[src/rtl/banked_memory_controller.sv]
// Word-addressed memory controller with auto-increment pointer, sweep-to-zero CLEAR and optional
// per-word even parity (enable with `define MEM_PARITY_EN).
module banked_memory_controller #(
    parameter int DATA_W    = 8,
    parameter int ADDR_BITS = 4
) (
    input  logic                 clock,
    input  logic                 reset,
    input  logic                 req_valid,
    output logic                 req_ready,
    input  logic [3:0]           inst,
    input  logic [ADDR_BITS-1:0] addr,
    input  logic [DATA_W-1:0]    data_in,
    input  logic [DATA_W-1:0]    mem_in,
    output logic [DATA_W-1:0]    data_out,
    output logic                 out_valid,
    output logic [ADDR_BITS-1:0] ptr,
    input  logic                 err_inject,
    output logic                 parity_err,
    output logic                 state_dbg
);
    // Handshake: a request is taken on a rising edge where req_valid and req_ready are both 1;
    // nothing is buffered, so a request not taken on that edge is simply lost.
    localparam int DEPTH = 1 << ADDR_BITS;

    localparam logic [3:0] OP_WRITE     = 4'h1;
    localparam logic [3:0] OP_READ      = 4'h2;
    localparam logic [3:0] OP_READ_INC  = 4'h3;
    localparam logic [3:0] OP_WRITE_INC = 4'h4;
    localparam logic [3:0] OP_SET_PTR   = 4'h5;
    localparam logic [3:0] OP_CLEAR     = 4'h6;
    localparam logic [3:0] OP_LOAD      = 4'h9;

    typedef enum logic {S_IDLE = 1'b0, S_CLEAR = 1'b1} state_t;

    state_t                 state;
    logic [ADDR_BITS-1:0]   clr_cnt;
    logic [DATA_W-1:0]      mem [DEPTH];
    logic                   accept;
    logic                   wr_en;
    logic [ADDR_BITS-1:0]   wr_addr;
    logic [DATA_W-1:0]      wr_data;
    logic [ADDR_BITS-1:0]   rd_addr;

    assign req_ready = (state == S_IDLE);
    assign accept    = req_valid && (state == S_IDLE);
    assign rd_addr   = (inst == OP_READ_INC) ? ptr : addr;
    assign state_dbg = state;

    // The CLEAR sweep owns the write port; user writes are only possible in IDLE.
    always_comb begin
        wr_en   = 1'b0;
        wr_addr = addr;
        wr_data = data_in;
        if (state == S_CLEAR) begin
            wr_en   = 1'b1;
            wr_addr = clr_cnt;
            wr_data = '0;
        end else if (accept && inst == OP_WRITE) begin
            wr_en = 1'b1;
        end else if (accept && inst == OP_WRITE_INC) begin
            wr_en   = 1'b1;
            wr_addr = ptr;
        end
    end

    // Storage is deliberately not reset so an aborted CLEAR leaves un-swept words intact.
    always_ff @(posedge clock) begin
        if (wr_en) mem[wr_addr] <= wr_data;
    end

    always_ff @(posedge clock or negedge reset) begin
        if (!reset) begin
            state     <= S_IDLE;
            data_out  <= '0;
            out_valid <= 1'b0;
            ptr       <= '0;
            clr_cnt   <= '0;
        end else begin
            out_valid <= 1'b0;
            case (state)
                S_IDLE: begin
                    if (req_valid) begin
                        case (inst)
                            OP_READ, OP_READ_INC: begin
                                data_out  <= mem[rd_addr];
                                out_valid <= 1'b1;
                                if (inst == OP_READ_INC) ptr <= ptr + 1'b1;
                            end
                            OP_WRITE_INC: ptr <= ptr + 1'b1;
                            OP_SET_PTR:   ptr <= addr;
                            OP_CLEAR: begin
                                state   <= S_CLEAR;
                                clr_cnt <= '0;
                            end
                            OP_LOAD: begin
                                data_out  <= mem_in;
                                out_valid <= 1'b1;
                            end
                            default: ;
                        endcase
                    end
                end
                S_CLEAR: begin
                    clr_cnt <= clr_cnt + 1'b1;
                    if (clr_cnt == '1) begin
                        state <= S_IDLE;
                        ptr   <= '0;
                    end
                end
                default: state <= S_IDLE;
            endcase
        end
    end

`ifdef MEM_PARITY_EN
    logic par_mem [DEPTH];
    logic wr_par_bad;

    // Injection applies only to user writes; the CLEAR sweep always stores good parity.
    assign wr_par_bad = (state == S_CLEAR) ? 1'b0 : err_inject;

    always_ff @(posedge clock) begin
        if (wr_en) par_mem[wr_addr] <= (^wr_data) ^ wr_par_bad;
    end

    always_ff @(posedge clock or negedge reset) begin
        if (!reset) begin
            parity_err <= 1'b0;
        end else if (accept && (inst == OP_READ || inst == OP_READ_INC) &&
                     ((^mem[rd_addr]) != par_mem[rd_addr])) begin
            parity_err <= 1'b1;
        end
    end
`else
    logic unused_err_inject;
    assign unused_err_inject = err_inject;
    assign parity_err        = 1'b0;
`endif

endmodule

[config.mk]
export PLATFORM = sky130hd
export DESIGN_NAME = banked_memory_controller
export DESIGN_NICKNAME = d
export VERILOG_FILES = /design/src/rtl/banked_memory_controller.sv
export SDC_FILE = /design/constraint.sdc
export NUM_CORES = 1
export LEC_CHECK = 0
export CORE_ASPECT_RATIO = 0.9
export CORE_UTILIZATION = 39
export CTS_CLUSTER_DIAMETER = 100
export DETAILED_ROUTE_END_ITERATION = 10
export GPL_ROUTABILITY_DRIVEN = 1
export SLEW_MARGIN = 20
export SYNTH_ARGS = -nofsm -noshare
export SYNTH_HDL_FRONTEND = slang
export SYNTH_SLANG_ARGS = --single-unit
[constraint.sdc]
create_clock -name clock -period 4.2 [get_ports clock]
set_clock_uncertainty 0.1 [all_clocks]
set_input_delay 0.63 -clock clock [delete_from_list [all_inputs] [get_ports clock]]
set_output_delay 0.63 -clock clock [all_outputs]
set_load 0.1 [all_outputs]
==> metrics.csv <==
metric;value;unit
diodes;0;
vias;4062;
die_h;122;µm
track_usage;0.197;
seq_area_frac_synth;0.685;
cts_hold_buf;0;
multiInputGateArea;1840;µm²
critical_path.top_delay_family;simple AND/OR/NAND/NOR gates;
portBuffers;41;
clk_pin_slew;0.06;ns
ys_warn_count;0;
cts-buffers-inserted;17;
finalSetupViolCount;0;
period_share;0.801;
start_util;0.403;
drv_slew;0;
ys.flop_type;edfxtp_1;
wl_met2;6790;µm
crit_path_top_delay_cell;nor2_2;
grt_pass1_vias;4015;
ctsHtreeMaxLevel;4;
start_kind;primary input;
tritoncts;done;
grt_pass1_wl;23100;µm
post-route-min-period;3.36;ns
power;4.95;mW
cts-root-buf;clkbuf_16;
powerDensity;650;nW/µm²
post-dp-hpwl;9550;µm
grt_max_degree;65;
async_reset_ff_frac;0.123;
gr-total-overflow;0;
clock_latency;0.42;ns
endpoint_kind;flop;
viasPerCell;5.29;
topRoutingLayerUsed;met4;
ant_nets;0;
outcome;complete, no violations;
critPathKind;primary input to flop;
syn2layout_area_growth;21.6;%
antenna_found_initial;0;
fill_cells;1328;
die-area;16600;µm²
worstHoldPathType;flop to flop;
layout_common_cells;edfxtp_1, nand2_1, clkdlybuf4s50_1, nand3_1, nor2_1;
crit_chain;clkdlybuf4s50_1, nor4bb_2, buf_4, mux2_4, nor2_2, a32oi_1, a31oi_1, a2111oi_2;
wl_met3;765;µm
routedWlPerCell;19.4;µm
rrSetupSlack;1.40;ns
place_congestion;0.783;
netlist_instances;486;
max_cap_violations;0;
remaining_drc_errors;0;
r2r_end;mem[2][3];
rr_worst_depth;7;
worstMarginPinSlew;0.978;ns
synth_cell_types;49;
drt_wl_total;14900;µm
r2r_start;state_dbg;
relSlewSlack;0.346;
syn-cell-area;6270;µm²
fmax;0.297;GHz
slowest_delay;0.63;ns
synth-edff-count;128;
tns;0;ns
ios;44;
rsz0062_at_grt;no;
final-seq-area;4290;µm²
drtPass1Iterations;4;
wl_met1;7220;µm
clock_sinks;146;
syn_nets;516;
first_iter_violations;435;
die_w;136;µm
cts_setup_buffers;0;
rows;43;
layout_commonest_cell;edfxtp_1;
clk_path_buf_depth;2;
final_hold_viol_count;0;
ys_ff_latch;146;
path_max_fanout;16;
core;15500;µm²
min_path_cells;1;
crit_buf_inv;2;
hold_end;clr_cnt[0];
nets;583;
drive_above_1_share;0.143;
arrival;3.55;ns
crit_required;4.38;ns
irDropWorstVdd;0.000481;V
hold_start;clr_cnt[0];
ctsResizeCount;0;
startpoint;inst[2];
power.leakage;2.69;nW
syn-mean-instance-area;12.9;µm²
-- worst max-delay path by stage --
stage	endpoint	slack, ns	cells past startpoint
floorplan	mem[0][0]	0.57	5
global placement	data_out[1]	0.41	8
detailed placement	data_out[1]	0.39	8
CTS	data_out[1]	0.83	8
global route	data_out[1]	0.69	8
finish	data_out[1]	0.84	8
-- cells by family after synthesis --
kind of cell / share of synthesized area
and+or+nand+nor: 0.153
DFF: 0.685
AOI/OAI and AO/OA: 0.0833
muxes: 0.0477
buffers and inverters: 0.0234
adders and majority gates: 0.00399
xor gates and xnor gates: 0.00280
other: 0.000598
-- final cells by class --
| cell class | count | share of cell area |
|---|---|---|
| tap | 202 | 0.0332 |
| timing repair buffer | 72 | 0.0860 |
| multi-input combinational | 314 | 0.242 |
| clock buffer | 18 | 0.0563 |
| clock inverter | 14 | 0.0182 |
| inverter | 2 | 0.000985 |
| sequential | 146 | 0.563 |
-- layer usage --
metal / vias to the layer above / GRT usage
li1: 1945 / -
met1: 1991 / 0.284
met2: 113 / 0.293
met3: 13 / 0.0446
met4: 0 / 0.0639
met5: - / 0
-- cell usage after synthesis (3+ instances only) --
cell / count / area share
nand2b_1: 4 / 0.0040
nand2_1: 109 / 0.065
nor2b_1: 9 / 0.0090
nor2_1: 34 / 0.020
buf_4: 6 / 0.0072
dfrtp_1: 18 / 0.072
edfxtp_1: 128 / 0.61
mux2_2: 3 / 0.0054
clkbuf_1: 6 / 0.0036
a2111oi_2: 8 / 0.019
nand3_1: 36 / 0.029
o21ai_0: 9 / 0.0072
mux2i_1: 25 / 0.040
buf_2: 9 / 0.0072
nor2_2: 4 / 0.0040
nand3b_1: 3 / 0.0036
a21oi_1: 6 / 0.0048
a32oi_1: 16 / 0.022
a31oi_1: 16 / 0.016
-- per-stage QoR --
stage	area (µm²)	hold slack, ns	setup WS, ns	util	std cells
after detailed placement	7050	0.438	0.388	0.453	736
after global routing	7620	0.474	0.692	0.490	768
after global placement	7050	0.418	0.409	0.453	736
final	7620	0.448	0.838	0.490	768
after floorplan	6270	0.234	0.566	-	486
after CTS	7620	0.452	0.830	0.490	768
-- power breakdown --
part           total, mW  internal (mW)  switching, mW
sequential          2.05           1.93          0.123
combinational       1.45          0.395           1.06
clock               1.45          0.869          0.580
-- flip-flops by register name, indices dropped and copies added, names as in the netlist --
register,cells
out_valid,1
clr_cnt,4
ptr,4
data_out,8
state_dbg,1
mem,128
Note: power is estimated with default switching activity, not from simulation.
